## src/rtl/mux.sv

```systemverilog
// Parameterised N:1 bus multiplexer.
// Output is combinational or registered, chosen by OUTPUT_REG.
module mux #(
  parameter int BITS_ENABLES = 1,
  parameter int BUS_SIZE     = 32,
  parameter int OUTPUT_REG   = 0
) (
  input  logic                                   clk,
  input  logic                                   rst,
  input  logic [BITS_ENABLES-1:0]                i_en,
  input  logic [(2**BITS_ENABLES)*BUS_SIZE-1:0]  i_data,
  output logic [BUS_SIZE-1:0]                    o_data
);

  localparam int N = 2 ** BITS_ENABLES;

  logic [BUS_SIZE-1:0] sel;

  // One compare per input keeps every select value explicitly decoded.
  always_comb begin
    sel = '0;
    for (int k = 0; k < N; k++) begin
      if (i_en == BITS_ENABLES'(k)) begin
        sel = i_data[k*BUS_SIZE +: BUS_SIZE];
      end
    end
  end

  if (OUTPUT_REG != 0) begin : g_reg
    always_ff @(posedge clk) begin
      if (rst) begin
        o_data <= '0;
      end else begin
        o_data <= sel;
      end
    end
  end else begin : g_comb
    logic unused_clk_rst;
    assign unused_clk_rst = &{1'b0, clk, rst};
    assign o_data = sel;
  end

endmodule

```

## config.mk

```make
export PLATFORM = sky130hd
export DESIGN_NAME = mux
export DESIGN_NICKNAME = d
export VERILOG_FILES = /design/src/rtl/mux.sv
export SDC_FILE = /design/constraint.sdc
export NUM_CORES = 1
export LEC_CHECK = 0
export ABC_AREA = 1
export BUFFER_PORTS_ARGS = -buffer_cell sky130_fd_sc_hd__buf_2
export CORE_MARGIN = 10
export CORE_UTILIZATION = 26
export DETAILED_ROUTE_END_ITERATION = 10
export PLACE_DENSITY_LB_ADDON = 0.15
export SETUP_SLACK_MARGIN = 0.15
export SKIP_LAST_GASP = 1
export SLEW_MARGIN = 20
export SYNTH_ARGS = -nofsm -noshare
export SYNTH_HDL_FRONTEND = slang
export SYNTH_SLANG_ARGS = --single-unit
```

## constraint.sdc

```tcl
create_clock -name vclk -period 0.83
set_input_delay 0.2075 -clock vclk [all_inputs]
set_output_delay 0.2075 -clock vclk [all_outputs]
set_load 0.01 [all_outputs]
```

* After elaboration in Yosys (flattened, before gate mapping)
Cells that the tools add are included.
** Word-level totals
- Register bits :: 0
- Bits of input ports :: 67
- Output and inout port bits :: 32
- Word-level logic and storage cells :: 1
** Operators by class
- Muxes and demuxes :: 1
** Operators with widths (count)
- $mux W32 :: 1

* Depth between registers and ports, before layout
Gate-level depths: netlist (run 1).
- Depth in word-level cells :: 1
- Gate-level depth with buffers :: 5
- Gate-level depth less buffers :: 3

* Worst setup path before layout (run 1)
Ideal clock, no wire load.
- Kind :: input port to output port
- Start point :: input port i_en
- End point :: output port o_data[0]
- Arrival time :: 636 ps
- Required time :: 622 ps
- Slack :: -13 ps
- Stages :: 5
- Path buffers :: 2
- Cell sequence :: buf_6 -> inv_8 -> buf_12 -> nand2_2 -> nand2_1
** Between the ends
- Longest elaborated chain between the ends :: 1
** RTL lines
- start, declared :: RTL line 10 : input logic [BITS_ENABLES-1:0] i_en,
- $mux W32 :: RTL line 23 : if (i_en == BITS_ENABLES'(k)) begin
- end, declared :: RTL line 12 : output logic [BUS_SIZE-1:0] o_data
Every way passes these cells.

* Worst setup path after layout (run 1)
- Start point :: input port i_en
- End point :: output port o_data[4]
The elaborated chain is that of the path after synthesis.

==> out/metrics.csv, run 1 <==
stage,metric,value,unit
timing,final count of negative-setup-slack endpoints,32,
critical_path,crit path capture,o_data[4],
routing,DR pass1 iterations,4,
timing,RSZ-0062 raised after global routing,yes,
yosys,syn avg cell area,4.73,um^2
floorplanning,Core Area,1760,um^2
cells_and_area,register area,0,um^2
grt,met1 usage,11.5,%
cts,CTS Hold Buffers Added,0,
floorplanning,std cell rows,15,
place,placed cell area,1020,um^2
routing,routed vias,1055,
floorplanning,Die Wd,63.5,um
yosys,sequential share of the synthesized area,0,%
status,status,"finished, violations left",
status,failing checks,negative setup slack,
place,placed insts,221,
cts,post-CTS setup buffers,0,
timing,final cycle utilization of the critical path,118,%
yosys,"area leader, netlist",nand2_1,
yosys,share of the synthesized area in the top cell type,65.6,%
grt,GRT met3 Usage,5.65,%
place,detailed placement HPWL,2440,um
place,Placement Setup Slack,-0.268,ns
cells_and_area,most frequent cells in the layout,"buf_2 (64), nand2_2 (63), buf_6 (32), nand2_1 (23), nand2_4 (10)",
timing,post-route setup slack,-0.152,ns
grt,total global-route track usage,13.4,%
critical_path,CP Class,in2out,
cells_and_area,"most common cell after layout, fill and taps aside",buf_2,
timing,Final Critical Period,0.982,ns
cells_and_area,share of cells above drive strength 1,88.6,%
grt,first-pass GRT wire length,4570,um
cells_and_area,Layout Cells excl Fill,226,
timing,Max Clk Rate,1020,MHz
grt,largest net degree at the start of global routing,33,
critical_path,data required time of the worst path,0.62,ns
power_and_ir_drop,Lkg Pwr,0.880,nW
routing,via/cell ratio,4.67,
critical_path,Worst Path Arrival,0.77,ns
grt,M2 GR Usage,28.0,%
floorplanning,die area,4030,um^2
cells_and_area,Seq cells,0,
critical_path,CP Capture Type,primary output,
timing,Final Hold Fails,0,
grt,initial antenna violation count,0,
place,RePlAce Congestion,0.759,
cells_and_area,Synth-to-Final Area Change,208,%
floorplanning,DIE HEIGHT,63.5,um
yosys,post-synth net total,171,
flow_run,Max Cap Viol,0,
grt,Top Usage Layer GRT,met2,
yosys,Yosys cell types,6,
routing,DRT iter0 DRCs,29,
yosys,Post-Synthesis Cell Area,492,um^2
routing,WL/cell,18.0,um
cells_and_area,Layout clock buffers,0,
grt,GRT overflow,0,
routing,Remaining DRCs,0,
critical_path,critical-path maximum fanout,8,
critical_path,CP max stage cell,buf_16,
cells_and_area,design area,1510,um^2
critical_path,critical path launch point,i_en,
timing,Worst Max-Slew Pin Slew,0.148,ns
place,I/O Buffers,97,
yosys,cells after synthesis,104,
floorplanning,Initial Utilization,27.9,%
floorplanning,top-level port count,99,
routing,Post-DRT Antenna Nets,0,
timing,Max Slew Vio Count,0,
min_path,Hold Crit Class,in2out,
yosys,Synth area leaders,"nand2_1 (66%), nand2_2 (13%), clkbuf_8 (8.4%)",
critical_path,critical path launch point type,input port,
timing,Rel. slew slack,90.2,%
critical_path,crit-path max cell delay,0.15,ns
cells_and_area,Diodes inserted,0,
grt,number of global-route vias before repair,993,
yosys,Yosys warning total,0,
cells_and_area,NumNets Final,270,
routing,total routed wirelength,4070,um
critical_path,critical-path cell list,buf_16 > buf_8 > nand2_1 > nand2_2 > buf_6,
power_and_ir_drop,Peak supply drop,0.471,mV
power_and_ir_drop,Power Density,625,nW/um^2
[worst min path at each step]
stage | startpoint | slack (ns) | to | depth (start not counted)
final | i_data[63] | 0.69 | o_data[31] | 4
after global routing | i_data[9] | 0.70 | o_data[9] | 4
after CTS | i_data[26] | 0.69 | o_data[26] | 4
after detailed placement | i_data[63] | 0.70 | o_data[31] | 4
after global placement | i_data[6] | 0.70 | o_data[6] | 4
after floorplan | i_data[1] | 0.50 | o_data[1] | 2
[stage by stage]
stage / TNS, ns / power (mW) / hold slack, ns / utilization (%)
2_1_floorplan: 0 / 0.333 / 0.496 / -
3_3_place_gp: -7.19 / 0.575 / 0.699 / 58.0
3_5_place_dp: -7.67 / 0.586 / 0.701 / 58.0
4_1_cts: -3.20 / 0.711 / 0.690 / 68.9
5_1_grt: -4.67 / 1.01 / 0.702 / 85.8
6_report: -3.98 / 0.946 / 0.686 / 85.8
[critical path, delay by kind of cell]
kind / cells / cell delay (ns)
buffers and inverters: 3 / 0.41
AND/OR/NAND/NOR: 2 / 0.15
[power by group]
part / switching (mW) / total, mW / internal (mW) / leakage (nW)
Sequential: 0 / 0 / 0 / 0
Clock: 0 / 0 / 0 / 0
Combinational: 0.434 / 0.946 / 0.512 / 0.880
[routing by layer]
layer | wire (um) | vias to the layer above
met5 | 0 | -
met4 | 65 | 0
met3 | 330 | 4
met2 | 2370 | 56
met1 | 1300 | 493
li1 | - | 502
[logic make-up after synthesis]
logic type / count (synthesis) / synth area share [%]
and+or+nand+nor: 96 / 78.4
buffers and inverters: 8 / 21.6
[cell type report]
class | instances | area (um^2)
fill | 121 | 250
inverter | 1 | 30.0
timing repair inverter | 1 | 11.3
tap | 25 | 31.3
timing repair buffer | 103 | 848
multi-input combinational | 96 | 593
[synth_stat cells (all sizes together)]
library cell and count:
nand2 96, clkbuf 3, inv 1, buf 4
[repair_timing]
action	CTS	global route
gates resized for setup	41	44
cloned	2	3
setup endpoints to repair	32	32
pin swaps	0	6
No activity file was read; power rests on OpenSTA's default activity.
==> inputs of run 2 (changes only) <==
CORE_UTILIZATION = 28   (was 26)
PLACE_DENSITY = 0.95   (was unset)
PLACE_DENSITY_LB_ADDON = unset   (was 0.15)
clock period = 1.2 ns   (was 0.83 ns; I/O delays follow)
==> out/metrics.csv, run 2 (synthesized netlist as in run 1, its figures left out) <==
stage,metric,value,unit,change
routing,routed vias,970,,-8.1%
min_path,Hold Crit Depth,4,,unchanged
floorplanning,Initial Utilization,29.1,%,+1.2 points
routing,DR pass1 iterations,4,,unchanged
critical_path,critical-path maximum fanout,7,,-1
power_and_ir_drop,"Power, Total",481,uW,-49%
timing,Rel. slew slack,91.4,%,+1.3 points
place,placed insts,213,,-3.6%
cts,post-CTS setup buffers,0,,unchanged
grt,total global-route track usage,11.9,%,-1.4 points
timing,hold slack,0.873,ns,+0.187 ns
cells_and_area,Synth-to-Final Area Change,141,%,
routing,total routed wirelength,2960,um,-27%
routing,WL/cell,13.7,um,-24%
timing,Worst Max-Slew Pin Slew,0.128,ns,-0.0192 ns
cells_and_area,most frequent cells in the layout,"buf_2 (88), nand2_1 (58), nand2_2 (36), buf_6 (8), buf_16 (3)",,
flow_run,Max Cap Viol,0,,unchanged
grt,initial antenna violation count,0,,unchanged
timing,final cycle utilization of the critical path,94.5,%,
timing,Max Slew Vio Count,0,,unchanged
grt,GRT overflow,0,,unchanged
cells_and_area,Layout clock buffers,0,,unchanged
cells_and_area,register area,0,um^2,unchanged
routing,Remaining DRCs,0,,unchanged
grt,number of global-route vias before repair,940,,-5.3%
critical_path,critical path launch point type,input port,,
cells_and_area,design area,1190,um^2,-22%
timing,Max Clk Rate,882,MHz,
cells_and_area,fillcell total,149,,+23%
power_and_ir_drop,Lkg Pwr,0.782,nW,-11%
cells_and_area,Diodes inserted,0,,unchanged
critical_path,CP Class,in2out,,
timing,Final Critical Period,1.13,ns,
critical_path,CP Capture Type,primary output,,
floorplanning,std cell rows,15,,unchanged
timing,RSZ-0062 raised after global routing,yes,,
cells_and_area,final core utilization,70.2,%,-16 points
power_and_ir_drop,Peak supply drop,0.220,mV,-53%
timing,post-route setup slack,0.0658,ns,+0.218 ns
min_path,Hold Crit Class,in2out,,
place,detailed placement HPWL,2160,um,-12%
floorplanning,Die Wd,61.9,um,-2.5%
cells_and_area,Layout Cells excl Fill,217,,-4.0%
routing,Post-DRT Antenna Nets,0,,unchanged
grt,first-pass GRT wire length,3750,um,-18%
floorplanning,Core Area,1690,um^2,-4.3%
place,I/O Buffers,97,,unchanged
critical_path,data required time of the worst path,0.90,ns,+0.28 ns
min_path,hold endpoint,o_data[26],,
place,placed cell area,918,um^2,-10%
place,RePlAce Congestion,0.655,,-14%
floorplanning,die area,3830,um^2,-4.9%
timing,final count of negative-setup-slack endpoints,0,,-100%
timing,Final TNS setup,0,ns,+3.98 ns
power_and_ir_drop,Power Density,405,nW/um^2,-35%
grt,largest net degree at the start of global routing,17,,-48%
cells_and_area,NumNets Final,269,,-0.37%
critical_path,Worst Path Arrival,0.83,ns,+0.06 ns
timing,Final Hold Fails,0,,unchanged
floorplanning,DIE HEIGHT,61.9,um,-2.5%
cts,CTS Hold Buffers Added,0,,unchanged
min_path,Min-Delay Startpoint,i_data[58],,
floorplanning,top-level port count,99,,unchanged
cells_and_area,Seq cells,0,,unchanged
status,status,"finished, final reports clean",,
cells_and_area,"most common cell after layout, fill and taps aside",buf_2,,
routing,via/cell ratio,4.47,,-4.2%
place,Placement Setup Slack,-0.0450,ns,+0.223 ns
cells_and_area,share of cells above drive strength 1,71.0,%,-18 points
routing,DRT iter0 DRCs,27,,-6.9%
[run 2: repair_timing]
item | in CTS | in global routing
pin swaps | 0 | 18
resized for setup | 12 | 42
endpoints found under the setup margin | 32 | 32
cloned | 3 | 1
[run 2: critical path, cell delays in order]
cell,delay [ns]
buf_16,0.14
clkbuf_16,0.16
nand2_2,0.05
nand2_1,0.05
buf_2,0.13
[run 2: worst max-delay path by stage]
stage                 end  cells past startpoint  startpoint  slack (ns)
5_1_grt        o_data[24]                      5        i_en        0.01
6_report       o_data[21]                      5        i_en        0.07
4_1_cts        o_data[21]                      5        i_en        0.09
3_3_place_gp   o_data[24]                      5        i_en       -0.05
3_5_place_dp   o_data[21]                      5        i_en       -0.05
2_1_floorplan   o_data[0]                      5        i_en        0.17
[run 2: cell type report]
| type | instances | area [um^2] | area share, % |
|---|---|---|---|
| inverters | 1 | 11.3 | 0.949 |
| multi-input cells | 96 | 465 | 39.2 |
| well taps | 17 | 21.3 | 1.79 |
| repair buffers | 102 | 668 | 56.3 |
| repair inverters | 1 | 20.0 | 1.69 |
[run 2: report_power, final]
group,total (mW),internal (mW),switching [mW]
logic,0.481,0.252,0.229
registers,0,0,0
clock network,0,0,0
total,0.481,0.252,0.229
[run 2: routing by layer]
metal / GRT usage [%] / routed length (um) / vias to the layer above
li1: - / - / 498
met1: 11.9 / 890 / 424
met2: 23.1 / 1630 / 48
met3: 5.69 / 441 / 0
met4: 0 / 0 / 0
met5: 0 / 0 / -
==> inputs of run 3 (changes only) <==
ABC_CLOCK_PERIOD_IN_PS = 1200   (was unset)
PLACE_DENSITY = 0.92   (was 0.95)
==> out/metrics.csv, run 3 (synthesized netlist as in run 1, its figures left out) <==
stage,metric,value,unit,change
status,status,"finished, final reports clean",,
timing,Max Clk Rate,871,MHz,-1.3%
critical_path,CP max stage cell,buf_16,,
power_and_ir_drop,Clk pwr share,0,%,unchanged
grt,GRT overflow,0,,unchanged
power_and_ir_drop,internal cell power,265,uW,+4.9%
cells_and_area,fillcell total,151,,+1.3%
min_path,hold endpoint,o_data[31],,
routing,WL/cell,14.7,um,+7.5%
flow_run,Max Cap Viol,0,,unchanged
power_and_ir_drop,Peak supply drop,0.268,mV,+22%
power_and_ir_drop,switching power,247,uW,+8.1%
cts,post-CTS setup buffers,0,,unchanged
timing,Final Critical Period,1.15,ns,+0.0145 ns
grt,Top Usage Layer GRT,met2,,
place,placed insts,214,,+0.47%
floorplanning,top-level port count,99,,unchanged
timing,final count of negative-setup-slack endpoints,0,,unchanged
cells_and_area,Layout Cells excl Fill,217,,unchanged
power_and_ir_drop,sequential power share,0,%,unchanged
routing,routed vias,1003,,+3.4%
min_path,Min-Delay Startpoint,i_data[31],,
cells_and_area,Layout clock buffers,0,,unchanged
timing,Max Slew Vio Count,0,,unchanged
timing,RSZ-0062 raised after global routing,yes,,
routing,via/cell ratio,4.62,,+3.4%
cells_and_area,Multi-input gate area,513,um^2,+10%
timing,Rel. slew slack,91.8,%,+0.36 points
place,RePlAce Congestion,0.671,,+2.5%
cells_and_area,Seq cells,0,,unchanged
power_and_ir_drop,switch share,48.3,%,+0.74 points
critical_path,critical-path maximum fanout,8,,+1
power_and_ir_drop,Lkg Pwr,0.806,nW,+3.1%
routing,total routed wirelength,3190,um,+7.5%
critical_path,CP Class,in2out,,
min_path,Hold Crit Depth,4,,unchanged
timing,final cycle utilization of the critical path,95.7,%,+1.2 points
critical_path,cell family with most CP delay,buffers and inverters,,
power_and_ir_drop,Power Density,412,nW/um^2,+1.6%
floorplanning,Die Wd,61.9,um,unchanged
grt,M2 GR Usage,26.1,%,+2.9 points
grt,met1 usage,12.0,%,+0.11 points
critical_path,Buf/Inv on CP,3,,unchanged
grt,GRT met3 Usage,7.72,%,+2.0 points
routing,Post-DRT Antenna Nets,0,,unchanged
routing,DRT iter0 DRCs,21,,-22%
min_path,Hold Crit Class,in2out,,
cells_and_area,register area,0,um^2,unchanged
floorplanning,Initial Utilization,29.1,%,unchanged
floorplanning,DIE HEIGHT,61.9,um,unchanged
grt,number of global-route vias before repair,970,,+3.2%
place,I/O Buffers,97,,unchanged
cells_and_area,NumNets Final,269,,unchanged
critical_path,crit-path max cell delay,0.16,ns,about the same
grt,total global-route track usage,13.2,%,+1.3 points
critical_path,data required time of the worst path,0.90,ns,about the same
grt,initial antenna violation count,0,,unchanged
cells_and_area,most frequent cells in the layout,"buf_2 (85), nand2_1 (49), nand2_2 (40), buf_6 (12), nand2_4 (7)",,
cells_and_area,Diodes inserted,0,,unchanged
critical_path,critical path launch point type,input port,,
grt,first-pass GRT wire length,4100,um,+9.4%
floorplanning,Core Area,1690,um^2,unchanged
floorplanning,std cell rows,15,,unchanged
critical_path,Worst Path Arrival,0.85,ns,+0.02 ns
place,detailed placement HPWL,2320,um,+7.6%
critical_path,CP Capture Type,primary output,,
timing,post-route setup slack,0.0513,ns,-0.0145 ns
routing,DR pass1 iterations,4,,unchanged
power_and_ir_drop,Gate power share,100.0,%,about the same
timing,Worst Max-Slew Pin Slew,0.123,ns,-0.00533 ns
critical_path,critical path launch point,i_en,,
critical_path,critical-path cell list,buf_16 > buf_16 > nand2_2 > nand2_2 > buf_6,,
routing,Remaining DRCs,0,,unchanged
floorplanning,die area,3830,um^2,unchanged
place,Placement Setup Slack,-0.0859,ns,-0.0409 ns
cells_and_area,share of cells above drive strength 1,75.5,%,+4.5 points
cells_and_area,Synth-to-Final Area Change,153,%,
timing,Final Hold Fails,0,,unchanged
grt,largest net degree at the start of global routing,17,,unchanged
cells_and_area,"most common cell after layout, fill and taps aside",buf_2,,
-- run 3: routing by layer --
metal,vias to the layer above,share of wire [%]
met5,-,0
met4,0,3.1
met3,8,17
met2,63,52
met1,430,28
li1,502,-
-- run 3: cell type report --
type               count  share of cell area [%]
inverters              1                    1.31
well taps             17                    1.71
multi-input cells     96                    41.3
repair buffers       102                    54.4
repair inverters       1                    1.31
-- run 3: power by group through the flow --
stage | combinational, mW | sequential [mW] | clock, mW
after detailed placement | 0.369 | 0 | 0
final | 0.512 | 0 | 0
after global routing | 0.559 | 0 | 0
after CTS | 0.409 | 0 | 0
after global placement | 0.359 | 0 | 0
after floorplan | 0.188 | 0 | 0
-- run 3: stage by stage --
step / setup TNS (ns) / area (um^2) / utilization, % / total power [mW] / hold slack, ns
floorplan: 0 / 492 / - / 0.188 / 0.712
global placement: -0.742 / 926 / 54.8 / 0.359 / 0.874
detailed placement: -1.13 / 926 / 54.8 / 0.369 / 0.877
CTS: 0 / 1020 / 60.4 / 0.409 / 0.877
global route: 0 / 1240 / 73.6 / 0.559 / 0.895
finish: 0 / 1240 / 73.6 / 0.512 / 0.875
-- run 3: how the worst max path moves through the flow --
stage / cells past startpoint / endpoint
floorplan: 5 / o_data[0]
global placement: 5 / o_data[16]
detailed placement: 5 / o_data[25]
CTS: 5 / o_data[13]
global route: 5 / o_data[26]
finish: 5 / o_data[26]
-- run 3: timing repair --
action / CTS / global route
endpoints found under the setup margin: 32 / 32
gates resized for setup: 21 / 52
pin swaps: 1 / 18
cloned: 2 / 1
hold buffers: 0 / 0
